**config.mk**
```make
export PLATFORM = sky130hd
export DESIGN_NAME = mem_arbiter
export DESIGN_NICKNAME = d
export VERILOG_FILES = /design/src/rtl/mem_arbiter.sv
export SDC_FILE = /design/constraint.sdc
export NUM_CORES = 1
export LEC_CHECK = 0
export ABC_AREA = 1
export BUFFER_PORTS_ARGS = -buffer_cell sky130_fd_sc_hd__buf_2
export CORE_AREA = 2 2 121 123
export DETAILED_ROUTE_END_ITERATION = 6
export DIE_AREA = 0 0 123 125
export PLACE_DENSITY_LB_ADDON = 0.12
export SLEW_MARGIN = 25
export SYNTH_ARGS = -nofsm -noshare
export SYNTH_HDL_FRONTEND = slang
export SYNTH_SLANG_ARGS = --single-unit
export TNS_END_PERCENT = 20
```
**constraint.sdc**
```tcl
create_clock -name clk -period 1.4 [get_ports clk]
set_input_delay 0.14 -clock clk [delete_from_list [all_inputs] [get_ports clk]]
set_output_delay 0.14 -clock clk [all_outputs]
set_load 0.03 [all_outputs]
```
**src/rtl/mem_arbiter.sv**
```systemverilog
// Two-port round-robin arbiter in front of a single-ported data RAM.
// Each access takes three cycles: latch and check in IDLE, RAM strobe in ACCESS, ack in DONE.
module mem_arbiter #(
  parameter int unsigned MEM_SIZE = 128
) (
  input  logic        clk,
  input  logic        rst,

  input  logic        m0_req,
  input  logic        m0_we,
  input  logic [31:0] m0_addr,
  input  logic [31:0] m0_wdata,
  input  logic [2:0]  m0_funct3,
  output logic        m0_ack,
  output logic        m0_err,
  output logic [31:0] m0_rdata,

  input  logic        m1_req,
  input  logic        m1_we,
  input  logic [31:0] m1_addr,
  input  logic [31:0] m1_wdata,
  input  logic [2:0]  m1_funct3,
  output logic        m1_ack,
  output logic        m1_err,
  output logic [31:0] m1_rdata,

  output logic [31:0] ram_address,
  output logic [31:0] ram_writeData,
  output logic [2:0]  ram_funct3,
  output logic        ram_memRead,
  output logic        ram_memWrite,
  input  logic [31:0] ram_readData
);

  localparam logic [31:0] LastAddr = 32'(MEM_SIZE - 4);
  localparam logic [2:0]  F3Word   = 3'b010;
  localparam logic [2:0]  F3Byte   = 3'b000;
  localparam logic [2:0]  F3ByteU  = 3'b100;

  typedef enum logic [1:0] {StIdle, StAccess, StDone} state_e;

  state_e      state_q, state_d;

  logic        last_q, last_d;   // port granted most recently
  logic        win_q, win_d;
  logic        we_q, we_d;
  logic [31:0] addr_q, addr_d;
  logic [31:0] wdata_q, wdata_d;
  logic [2:0]  f3_q, f3_d;
  logic        valid_q, valid_d;

  logic        ack0_q, ack0_d, ack1_q, ack1_d;
  logic        err0_q, err0_d, err1_q, err1_d;
  logic [31:0] rdata0_q, rdata0_d, rdata1_q, rdata1_d;

  logic        any_req;
  logic        sel;
  logic        sel_we;
  logic [31:0] sel_addr;
  logic [31:0] sel_wdata;
  logic [2:0]  sel_f3;
  logic        sel_f3_ok;
  logic        sel_valid;
  logic [31:0] load_data;

  // Winner selection and validity of the candidate request.
  always_comb begin
    any_req = m0_req | m1_req;
    sel     = (m0_req && m1_req) ? ~last_q : m1_req;
    if (sel) begin
      sel_we    = m1_we;
      sel_addr  = m1_addr;
      sel_wdata = m1_wdata;
      sel_f3    = m1_funct3;
    end else begin
      sel_we    = m0_we;
      sel_addr  = m0_addr;
      sel_wdata = m0_wdata;
      sel_f3    = m0_funct3;
    end
    case (sel_f3)
      F3Word, F3Byte: sel_f3_ok = 1'b1;
      F3ByteU:        sel_f3_ok = ~sel_we;
      default:        sel_f3_ok = 1'b0;
    endcase
    sel_valid = (sel_addr[1:0] == 2'b00) && (sel_addr <= LastAddr) && sel_f3_ok;
  end

  // FSM state register.
  always_ff @(posedge clk) begin
    if (rst) begin
      state_q <= StIdle;
    end else begin
      state_q <= state_d;
    end
  end

  // FSM next state.
  always_comb begin
    state_d = state_q;
    case (state_q)
      StIdle:   if (any_req) state_d = StAccess;
      StAccess: state_d = StDone;
      StDone:   state_d = StIdle;
      default:  state_d = StIdle;
    endcase
  end

  // FSM outputs: the RAM port is only driven during ACCESS of a valid request.
  always_comb begin
    ram_address   = '0;
    ram_writeData = '0;
    ram_funct3    = '0;
    ram_memRead   = 1'b0;
    ram_memWrite  = 1'b0;
    if (state_q == StAccess && valid_q) begin
      ram_address   = addr_q;
      ram_writeData = wdata_q;
      ram_funct3    = f3_q;
      ram_memWrite  = we_q;
      ram_memRead   = ~we_q;
    end
  end

  // Request latch, grant pointer and registered per-port responses.
  always_comb begin
    win_d     = win_q;
    we_d      = we_q;
    addr_d    = addr_q;
    wdata_d   = wdata_q;
    f3_d      = f3_q;
    valid_d   = valid_q;
    last_d    = last_q;
    ack0_d    = 1'b0;
    ack1_d    = 1'b0;
    err0_d    = 1'b0;
    err1_d    = 1'b0;
    rdata0_d  = '0;
    rdata1_d  = '0;
    load_data = (valid_q && !we_q) ? ram_readData : '0;

    if (state_q == StIdle && any_req) begin
      win_d   = sel;
      we_d    = sel_we;
      addr_d  = sel_addr;
      wdata_d = sel_wdata;
      f3_d    = sel_f3;
      valid_d = sel_valid;
    end

    // Responses are loaded on the ACCESS->DONE edge so they are visible during DONE.
    if (state_q == StAccess) begin
      last_d = win_q;
      if (win_q) begin
        ack1_d   = 1'b1;
        err1_d   = ~valid_q;
        rdata1_d = load_data;
      end else begin
        ack0_d   = 1'b1;
        err0_d   = ~valid_q;
        rdata0_d = load_data;
      end
    end
  end

  always_ff @(posedge clk) begin
    if (rst) begin
      last_q   <= 1'b1;
      win_q    <= 1'b0;
      we_q     <= 1'b0;
      addr_q   <= '0;
      wdata_q  <= '0;
      f3_q     <= '0;
      valid_q  <= 1'b0;
      ack0_q   <= 1'b0;
      ack1_q   <= 1'b0;
      err0_q   <= 1'b0;
      err1_q   <= 1'b0;
      rdata0_q <= '0;
      rdata1_q <= '0;
    end else begin
      last_q   <= last_d;
      win_q    <= win_d;
      we_q     <= we_d;
      addr_q   <= addr_d;
      wdata_q  <= wdata_d;
      f3_q     <= f3_d;
      valid_q  <= valid_d;
      ack0_q   <= ack0_d;
      ack1_q   <= ack1_d;
      err0_q   <= err0_d;
      err1_q   <= err1_d;
      rdata0_q <= rdata0_d;
      rdata1_q <= rdata1_d;
    end
  end

  assign m0_ack   = ack0_q;
  assign m0_err   = err0_q;
  assign m0_rdata = rdata0_q;
  assign m1_ack   = ack1_q;
  assign m1_err   = err1_q;
  assign m1_rdata = rdata1_q;

endmodule

```
Word level (Yosys, flattened, before mapping):

Index checks and enable logic that the tools add are counted.

* word-level logic and storage cells: 56
* bits of input ports: 172
* output and inout bits: 137
* register bits after elaboration: 141

* reduce and logical (&&, ||, !) cells: 14
* mux-type cells: 16
* order comparisons: 1
* bitwise operators: 7
* equality and inequality tests: 4

Operator list (count)
* $mux 32: 5
* $le 32x7->1 const B: 1
* $logic_and 1x1->1: 6
* $mux 1: 6
* $mux 3: 2
* $not 1->1: 6
* $reduce_or 3->1: 2
* $logic_not 2->1: 2
* $pmux 2 s2: 1
* $reduce_or 2->1: 2
* $eq 3x2->1 const B: 1
* $eq 3x3->1 const B: 1
* $logic_not 3->1: 1
* $eq 2x1->1 const B: 1
* $mux 2: 1
* $ne 2x2->1 const B: 1
* $pmux 1 s2: 1
* $logic_not 1->1: 1
* $or 1x1->1: 1

Depth between registers and ports, before layout:

Gate-level depths: netlist of run 1.

* depth in word-level cells: 7
* depth in mapped cells: 11
* depth with buffers taken out: 10

Worst setup path after synthesis of run 1:

Ideal clock, no wire load.

* path kind: register -> output
* start: register state_q[0]
* end: output port ram_address[11]
* cell stages (with the launch flop): 7
* arrival time: 1.412 ns
* path buffers: 2
* slack: -0.152 ns
* cell sequence: dfxtp_1 -> inv_1 -> nor2_1 -> nand2_1 -> clkbuf_1 -> buf_1 -> nor2_1

* word-level cells in the longest chain between the ends: 3

RTL lines
* from (decl): line 42 `state_e state_q, state_d;`
* from (signal assigned): line 92 `state_q <= StIdle;`
* from (signal assigned): line 94 `state_q <= state_d;`
* $eq 2x1->1: line 116 `if (state_q == StAccess && valid_q) begin`
* $logic_and 1x1->1: line 116
* $mux 32: line 116
* to (decl): line 27 `output logic [31:0] ram_address,`

Every way passes these cells.

Worst setup path after layout of run 1:

* start: register state_q[1]
* end: output port ram_writeData[22]

* word-level cells in the longest chain between the ends: 3

RTL lines
* $eq 2x1->1: line 116
* $logic_and 1x1->1: line 116
* $mux 32: line 116
* to (decl): line 28 `output logic [31:0] ram_writeData,`

Every way passes these cells.

==> results.md, run 1 <==
- # IOs: ~310
- DRC viols: 0
- Chip Width: between 100 and 150 µm
- Max stage delay cell, worst path: dfxtp_2
- # rows: between 40 and 50
- Sequential cell area: 2830 µm²
- RSZ-0062 raised after global routing: yes
- Max_slew headroom: around 75%
- Cells after Synth: a little over 800
- CTS tree: built
- Clock tree buffer depth: 2
- CP max FO: 8
- Port bufs: 308
- Count of pins over their slew limit: 0
- Crit path cell chain: nor2_4 -> buf_6 -> nand2_8 -> clkbuf_16 -> nor2_4 -> buf_6
- Critical Path Start Type: flop
- DIE AREA: approximately 15000 µm²
- LEAKAGE: about 0.0051 µW
- Routed wire per std cell: about 16 µm
- H-tree depth: 4
- Clk slew on worst S/H paths: around 0.06 ns
- Final setup skew: roughly 0.010 ns
- Initial core utilization: about 40%
- Sequential area share after synthesis: slightly below 50%
- Final #Nets: ~1400
- Tightest Pin Transition: 0.374 ns
- Failing checks: negative setup slack
- Ys Warns: 0
- Peak Freq: roughly 0.58 GHz
- Setup ws final: -0.329 ns
- Final Setup Violations: 73
- Largest net degree at the start of global routing: 38
- GRT Total Usage: a little over a quarter
- Worst vdd ir: around 0.00086 V
- Yosys reg bits: 141
- Combined area of the multi-input logic cells: roughly 2700 µm²
- Drt first pass iters: 6
- Synth unique cells: 23
- WP data arrival: between 1.5 and 2 ns
- Total Routed Length: between 20 and 25 mm
- Clock Tree Root: clkbuf_16
- Area Growth Syn to Fin: 83.9%
- DR vias: between 7000 and 8000
- DIE HEIGHT: 125 µm
- Worst setup EP type: output port
- Vias per inst: 4.99
- Post-DP Area: 7840 µm²
- Number of max-cap violations: 0
- Synth top area share: 48.5%
- Power Density: slightly below 1000 nW/µm²
- Top cells by area, synth: dfxtp_1, nand2_1, inv_1
- Filler instances: just over 1000
- Number of global-route vias before repair: slightly above 7000
- TritonCTS Buffers: 17
- Dominant cell type by area after synthesis: dfxtp_1
- WS Path Type: reg -> out
- Placer Congestion: approximately 0.84
- ANT cells: 0
- Sink Count: between 100 and 150
- Status: finished, violations left
- Synthesized area per cell: roughly 7.2 µm²
- Cell area after layout: ~11000 µm²
- Worst-Skew Late Latency: about 0.43 ns
- Mapped cell area: around 5800 µm²
- CP peak stage delay: approximately 0.33 ns
- CORE AREA: between 10000 and 15000 µm²
- Share of cells above drive strength 1: between 30% and 40%
- Worst min-delay path category: in -> reg
- Iter 0 DRT Violations: roughly 350
- Dpl hpwl: between 10 and 15 mm
- Hold Vio Cnt, Final: 0
- Min Hold Slack: ~0.017 ns
- Remaining global-route overflow: 0
- Critical Path RT: about 1.3 ns
- Syn Nets: a little under 1000
- Remaining antenna violation count: 0
- Minimum clock period: ~1.7 ns
- First-pass GRT wire length: roughly 33 mm
- Antenna violations before repair: 0
- Final Cycle Share: 123%
## state kept, by name (all words and copies together) (netlist names)
name      cells
we_q          1
m0_err        1
wdata_q      32
m1_rdata     32
m0_rdata     32
m1_err        1
m0_ack        1
win_q         1
addr_q       32
last_q        1
f3_q          3
valid_q       1
m1_ack        1
state_q       2
## worst max-delay path, delay by kind of cell (launching register included)
family | cells | cell delay (ns)
buf+inv | 3 | 0.50
flops | 1 | 0.33
simple gates | 3 | 0.32
## cells by family (layout without fill, tap and decap cells)
family                 count (synthesis)  count (layout)  synth area share [%]
AND/OR/NAND/NOR                      345             346                  25.5
buffers and inverters                182             642                  12.8
flip-flops                           141             141                  48.5
AO/OA/AOI/OAI                        138             138                  13.1
## worst paths after layout
path / from / to / slack [ns] / depth (start not counted)
worst max-delay path: state_q[1]$_SDFFE_PP0P_ / ram_writeData[22] / -0.33 / 6
worst min-delay path: m0_addr[31] / addr_q[31]$_SDFFE_PP0P_ / 0.02 / 3
worst max register to register: last_q$_SDFFE_PP1N_ / valid_q$_SDFFE_PP0P_ / -0.05 / 10
worst min register to register: addr_q[18]$_SDFFE_PP0P_ / addr_q[18]$_SDFFE_PP0P_ / 0.49 / 2
## area by class of cell
class                   count  share of cell area (%)
clock buffers              18                    4.11
clock inverters            14                    1.16
inverters                 126                    4.47
multi-input cells         484                    25.5
flip-flops and latches    141                    26.4
well taps                 184                    2.15
repair buffers            484                    36.2
## where the power goes
group / switching, µW / internal, µW / leakage [µW]
registers: 122 / 4260 / 0.00116
logic: 981 / 865 / 0.00363
clock network: 1920 / 2380 / 0.000275
## cells in the mapped netlist
cell	instances
dfxtp_1	141
nand3b_1	12
o21ai_0	68
buf_2	22
buf_4	3
nand2_8	1
inv_2	1
buf_1	4
clkbuf_1	24
nor2_4	1
nand2_4	1
nand2_2	9
buf_6	3
inv_4	1
nor3_1	65
nand2_1	160
a31oi_1	52
nand3_1	5
a211oi_1	1
o211a_1	1
a21oi_1	16
inv_1	124
nor2_1	91
## timing repair
item,in CTS,in global routing
setup endpoints to repair,72,136
resized for setup,142,116
buffers inserted,1,1
pin swaps,2,2
hold endpoints to repair,117,0
gates cloned,2,4
hold buffers,127,0
## layout by cell type, fill, tap and decap left out, drive strengths merged
cell type / instances
nand2: 172
nand3: 5
nand3b: 12
nor3: 65
buf: 354
dfxtp: 141
a31oi: 52
clkbuf: 21
dlygate4sd3: 127
clkinvlp: 1
a21oi: 16
inv: 134
o211a: 1
o21ai: 68
nor2: 92
clkinv: 5
a211oi: 1
## routing by layer
metal / part of all wire [%] / track usage [%] / wire [µm]
met1: 38 / 31.1 / 8580
met2: 50 / 46.2 / 11200
met3: 7.8 / 7.07 / 1750
met4: 4.5 / 14.8 / 1030
met5: 0 / 0 / 0
## metrics by stage
stage	instances	power [µW]	setup TNS, ns	util (%)	setup slack, ns
CTS	1446	10400	-20.22	71.6	-0.344
floorplan	806	5230	-0.380	-	-0.0190
global placement	1284	5830	0	55.2	0.00340
finish	1451	10500	-19.45	75.3	-0.329
global route	1451	11000	-26.82	75.3	-0.390
detailed placement	1284	5820	-0.0898	55.2	-0.0669
(Power assumes the default switching activity.)
==> run 2: changes to the inputs <==
--- a/config.mk
+++ b/config.mk
@@ -6,10 +6,10 @@
 export NUM_CORES = 1
 export LEC_CHECK = 0
 export ABC_AREA = 1
-export BUFFER_PORTS_ARGS = -buffer_cell sky130_fd_sc_hd__buf_2
 export CORE_AREA = 2 2 121 123
 export DETAILED_ROUTE_END_ITERATION = 6
 export DIE_AREA = 0 0 123 125
+export DONT_BUFFER_PORTS = 1
 export PLACE_DENSITY_LB_ADDON = 0.12
 export SLEW_MARGIN = 25
 export SYNTH_ARGS = -nofsm -noshare
==> run 2 against run 1 <==
Against the previous run:
- combinational power down 13%
- total power decreased by 1.6%
- highest routed layer unchanged
- critical path type unchanged
- clock skew decreased by 0.0015 ns
- the run still ends with negative setup slack left
- die area unchanged
- via count fell by 12%
- global-route usage shrank 1.5 points
- worst setup slack worse by 0.022 ns
- final cell count decreased by 15%
==> results.md, run 2 (synthesis results as in run 1) <==
- Worst setup EP type: output port
- Status: finished, violations left
- Final Cycle Share: 125%
- DR vias: ~6400
- Internal: between 7000 and 8000 µW
- Place WS: -0.129 ns
- WP data arrival: roughly 1.6 ns
- Placer Congestion: roughly 0.81
- Sink Count: between 100 and 150
- # IOs: 309
- DRC viols: 0
- Number of placed instances, taps included: between 1000 and 1500
- Vias per inst: ~5.2
- CP max FO: 11
- Chip Width: between 100 and 150 µm
- Drt first pass iters: 5
- Setup ws final: -0.351 ns
- Final setup skew: 0.00879 ns
- Min Hold Slack: 0.0331 ns
- LEAKAGE: between 0.004 and 0.005 µW
- Final Setup Violations: 98
- Tightest Pin Transition: ~0.40 ns
- Antenna violations before repair: 0
- CTS tree: built
- Worst-Skew Late Latency: about 0.42 ns
- Worst min-delay path category: in -> reg
- Flop pwr share: between 40% and 50%
- CP peak stage delay: between 0.3 and 0.4 ns
- Commonest non-fill, non-tap cell in the layout: nand2_1
- Number of global-route vias before repair: around 6400
- Share of cells above drive strength 1: 27.8%
- R2r worst-path depth: 10
- Initial core utilization: 40.9%
- Power Density: about 1100 nW/µm²
- Clock power share: 42.0%
- Crit path cell chain: nor2_4 -> buf_6 -> nand2_8 -> clkbuf_16 -> nor2_1 -> buf_4
- CORE AREA: 14200 µm²
- Remaining antenna violation count: 0
- Net switching power: 3050 µW
- ANT cells: 0
- Critical Path Start Type: flop
- RSZ-0062 raised after global routing: yes
- Max_slew headroom: 73.3%
- DIE HEIGHT: around 130 µm
- Dpl hpwl: ~12 mm
- DIE AREA: about 15000 µm²
- Hold Path Depth: 3
- H-tree depth: 4
- Hold Vio Cnt, Final: 0
- Commonest non-fill, non-tap cells in the layout: nand2_1, dlygate4sd3_1, dfxtp_1
- Largest net degree at the start of global routing: between 80 and 90
- Logic pwr share: about 16%
- Filler instances: 1113
- GRT Total Usage: around a quarter
- Peak Freq: ~0.57 GHz
- Critical Path RT: around 1.3 ns
- Final #Nets: about 1200
- Switch share: a little under 30%
- # rows: 44
- Area Growth Syn to Fin: 68.4%
- TritonCTS Buffers: 17
- Iter 0 DRT Violations: between 300 and 400
- Max stage delay cell, worst path: dfxtp_2
- Total Routed Length: 21.7 mm
- Count of pins over their slew limit: 0
- Routed wire per std cell: 17.6 µm
- Design Power: roughly 10000 µW
- Clock Tree Root: clkbuf_16
- Worst vdd ir: between 0.0007 and 0.0008 V
- Failing checks: negative setup slack
- Clk slew on worst S/H paths: about 0.060 ns
- Port bufs: 0
- First-pass GRT wire length: approximately 31 mm
- WS Path Type: reg -> out
- Remaining global-route overflow: 0
- Post-Layout Cell Count: approximately 1200
- Clock tree buffer depth: 2
- Number of max-cap violations: 0
- Minimum clock period: 1.75 ns
[run 2: worst max-delay path, delay by kind of cell, from the launching register on]
family,cells,cell delay [ns]
buf+inv,3,0.52
simple gates,3,0.33
flops,1,0.34
[run 2: worst paths after layout]
| kind | slack, ns | from | end |
|---|---|---|---|
| worst min register to register | 0.50 | addr_q[18]$_SDFFE_PP0P_ | addr_q[18]$_SDFFE_PP0P_ |
| worst max-delay path | -0.35 | state_q[1]$_SDFFE_PP0P_ | ram_address[3] |
| worst min-delay path | 0.03 | m1_addr[22] | addr_q[22]$_SDFFE_PP0P_ |
| worst max register to register | -0.14 | last_q$_SDFFE_PP1N_ | valid_q$_SDFFE_PP0P_ |
[run 2: timing repair]
action / in CTS / in global routing
setup endpoints to repair: 129 / 197
endpoints found under the hold margin: 130 / 0
gates resized for setup: 104 / 155
gates cloned: 3 / 4
pin swaps: 1 / 2
hold buffers: 146 / 0
setup buffers: 4 / 4
[run 2: metrics by stage]
stage | instance area [µm²] | TNS [ns] | utilization (%)
after CTS | 9190 | -26.87 | 64.7
after detailed placement | 6690 | -1.62 | 47.1
after global routing | 9790 | -32.74 | 68.9
final | 9790 | -20.25 | 68.9
after floorplan | 5870 | -0.380 | -
after global placement | 6690 | -0.0990 | 47.1
[run 2: final cells by class]
| type | instances | area [µm²] | area share, % |
|---|---|---|---|
| Clock buffer | 17 | 425 | 4.34 |
| Clock inverter | 15 | 145 | 1.48 |
| Multi-Input combinational cell | 484 | 2880 | 29.4 |
| Sequential cell | 141 | 2830 | 28.9 |
| Timing Repair Buffer | 264 | 2800 | 28.6 |
| Tap cell | 184 | 230 | 2.35 |
| Inverter | 126 | 480 | 4.91 |
[run 2: per-layer routing]
| layer | vias to the layer above | GRT usage, % | part of all wire (%) |
|---|---|---|---|
| met3 | 54 | 7.44 | 6.6 |
| li1 | 3013 | - | - |
| met2 | 286 | 45.2 | 52 |
| met5 | - | 0 | 0 |
| met1 | 3035 | 28.7 | 38 |
| met4 | 0 | 11.2 | 2.9 |
[run 2: power groups by stage]
| stage | Clock, µW | Combinational (µW) | Sequential (µW) |
|---|---|---|---|
| floorplan | 0 | 793 | 4440 |
| global placement | 0 | 993 | 4460 |
| detailed placement | 0 | 1020 | 4470 |
| CTS | 4400 | 1440 | 4390 |
| global route | 4580 | 1760 | 4420 |
| finish | 4350 | 1610 | 4400 |
==> run 3: changes to the inputs <==
--- a/config.mk
+++ b/config.mk
@@ -5,12 +5,12 @@
 export SDC_FILE = /design/constraint.sdc
 export NUM_CORES = 1
 export LEC_CHECK = 0
-export ABC_AREA = 1
-export CORE_AREA = 2 2 121 123
+export CORE_AREA = 2 2 118 120
 export DETAILED_ROUTE_END_ITERATION = 6
-export DIE_AREA = 0 0 123 125
+export DIE_AREA = 0 0 120 122
 export DONT_BUFFER_PORTS = 1
 export PLACE_DENSITY_LB_ADDON = 0.12
+export REMOVE_ABC_BUFFERS = 1
 export SLEW_MARGIN = 25
 export SYNTH_ARGS = -nofsm -noshare
 export SYNTH_HDL_FRONTEND = slang
==> run 3 against run 2 <==
Against the previous run:
- the run ends with negative hold slack, negative setup slack left
- global-route usage shrank 4.2 points
- sequential share of layout area is 6.3 points higher
- total power down 6.4%
- clock skew up 0.00058 ns
- die area is 4.8% lower
- synthesized cell count shrank 28%
- wire length is 26% lower
- first-iteration DRC count shrank 24%
- utilization is 9.6 points lower
- worst setup slack gained 0.074 ns
- critical path depth is 1 lower
- critical endpoint is now ram_address[24]
- highest routed layer unchanged
==> results.md, run 3 <==
- Remaining antenna violation count: 0
- Peak Freq: slightly below 0.6 GHz
- Power Density: approximately 1200 nW/µm²
- Dpl hpwl: 11.2 mm
- Synth async-reset ratio: 0%
- Hold Vio Cnt, Final: 72
- CTS tree: built
- Yosys reg bits: between 100 and 150
- Ys Warns: 0
- Synthesized area per cell: 10.2 µm²
- GRT Total Usage: a little over a fifth
- Hold-fix buffers, CTS: 33
- Remaining global-route overflow: 0
- WP data arrival: between 1.5 and 2 ns
- Combined area of the multi-input logic cells: 2800 µm²
- Total Routed Length: between 15 and 20 mm
- Largest net degree at the start of global routing: 79
- DIE HEIGHT: roughly 120 µm
- Vias per inst: 5.30
- CP peak stage delay: about 0.31 ns
- Port bufs: 0
- Max stage delay cell, worst path: dfxtp_1
- Cell area after layout: 8010 µm²
- RSZ-0062 raised after global routing: yes
- LEAKAGE: 0.00341 µW
- H-tree depth: 4
- Max_slew headroom: between 70% and 80%
- Sink Count: around 140
- Synth unique cells: 32
- Share of cells above drive strength 1: a little over a quarter
- Failing checks: negative hold slack, negative setup slack
- Number of max-cap violations: 0
- Iter 0 DRT Violations: approximately 290
- CP max FO: 34
- Tightest Pin Transition: ~0.4 ns
- Count of pins over their slew limit: 0
- # IOs: between 300 and 400
- DR vias: approximately 4600
- Top cells by area, synth: dfxtp_1, mux2i_1, a211oi_2
- Setup ws final: -0.277 ns
- Final #Nets: 844
- Placer Congestion: roughly 0.83
- First-pass GRT wire length: 24.4 mm
- Antenna violations before repair: 1
- Post-DP Area: around 7000 µm²
- Sequential cell area: between 2000 and 3000 µm²
- Minimum clock period: around 1.7 ns
- Routed wire per std cell: roughly 19 µm
- DRC viols: 0
- Final setup skew: roughly 0.0094 ns
- Synth top area share: 48.1%
- Top_reg_cell synth: dfxtp_1
- Min Hold Slack: -0.203 ns
- Sequential area share after synthesis: just under 50%
- CORE AREA: between 10000 and 15000 µm²
- Clock tree buffer depth: 2
- Post-synth top cells: dfxtp_1, nor2_1, and2_1
- Final Util: about 60%
- TritonCTS Buffers: 17
- DIE AREA: about 15000 µm²
- Worst-Skew Late Latency: roughly 0.42 ns
- Crit path cell chain: nand2b_4 -> nor2_4 -> buf_12 -> and2_1 -> buf_6
- Critical Path RT: 1.26 ns
- Commonest non-fill, non-tap cells in the layout: dfxtp_1, nor2_1, mux2i_1
- Clock Tree Root: clkbuf_16
- Initial core utilization: 43.5%
- Dominant cell type by area after synthesis: dfxtp_1
- Status: finished, violations left
- # rows: 43
- Worst vdd ir: 0.000698 V
- Critical Path Start Type: flop
- Commonest non-fill, non-tap cell in the layout: dfxtp_1
- Area Growth Syn to Fin: 36.4%
- Chip Width: approximately 120 µm
- Clk slew on worst S/H paths: 0.06 ns
- Filler instances: roughly 1100
- Final Setup Violations: 90
- Most common cell in the netlist: dfxtp_1
- Cells after Synth: roughly 580
- WS Path Type: reg -> out
- Worst min-delay path category: in -> reg
- Number of synthesized flops with an enable pin: 0
- Worst setup EP type: output port
- Number of global-route vias before repair: approximately 4600
- Mapped cell area: a little under 6000 µm²
- Final Cycle Share: 120%
- Drt first pass iters: 4
## run 3: cell count changes in the layout (fill, tap and decap cells not counted), sizes merged, moves of 64 or more
cell / change
inv: -125
o21ai: -64
and2: +68
mux2i: +67
a211oi: +67
dlygate4sd3: -113
nand2: -171
and3: +65
## run 3: worst paths after layout
path         slack [ns]  cells after the start                     from                  endpoint
max reg2reg       -0.12                      5  state_q[1]$_SDFFE_PP0P_         m1_err$_SDFF_PP0_
max               -0.28                      5  state_q[1]$_SDFFE_PP0P_           ram_address[24]
min reg2reg        0.44                      1     valid_q$_SDFFE_PP0P_         m0_err$_SDFF_PP0_
min               -0.20                      1                      rst  wdata_q[28]$_SDFFE_PP0P_
## run 3: what timing repair did
action	4_1_cts	5_1_grt
gates resized for setup	66	4
setup endpoints to repair	80	140
endpoints found under the hold margin	141	73
cloned	0	0
setup buffers	0	0
pin swaps	2	5
## run 3: power breakdown
group / internal, µW / switching [µW] / leakage [µW]
Sequential: 4260 / 123 / 0.00116
Combinational: 534 / 547 / 0.00198
Clock: 2380 / 1860 / 0.000274
Total: 7170 / 2530 / 0.00341
## run 3: through the flow
stage          total power [µW]  cells  setup WS, ns  setup TNS, ns
3_5_place_dp               5460    800      -0.00102       -0.00102
3_3_place_gp               5410    800        0.0423              0
5_1_grt                   10100    866        -0.362         -31.46
4_1_cts                    9780    865        -0.308         -19.78
6_report                   9700    866        -0.277         -17.27
2_1_floorplan              5220    527         -2.65        -251.52
## run 3: layout make-up
type | instances | area share (%)
repair buffers | 126 | 19.8
clock inverters | 14 | 1.55
inverters | 2 | 0.0937
diodes | 1 | 0.0312
flip-flops and latches | 141 | 35.2
multi-input cells | 384 | 34.9
well taps | 180 | 2.81
clock buffers | 18 | 5.48
## run 3: critical path: cells and delay by family (launching register included)
family                 cells  cell delay (ns)
buffers and inverters      2             0.33
flip-flops                 1             0.31
AND/OR/NAND/NOR            3             0.48
## run 3: per-layer routing
metal  global-route usage (%)  share of wire, %  wire length (µm)  up-vias
li1                         -                 -                 -     2230
met1                     24.9                40              6430     2114
met3                     7.72               8.4              1350       30
met4                     9.63               2.3               365        0
met5                        0                 0                 0        -
met2                     36.2                49              7900      212
## run 3: cells by family after synthesis
| logic type | share of synthesized area (%) |
|---|---|
| AOI/OAI and AO/OA | 12.7 |
| buffers and inverters | 5.50 |
| and+or+nand+nor | 22.2 |
| DFF | 48.1 |
| muxes | 11.6 |
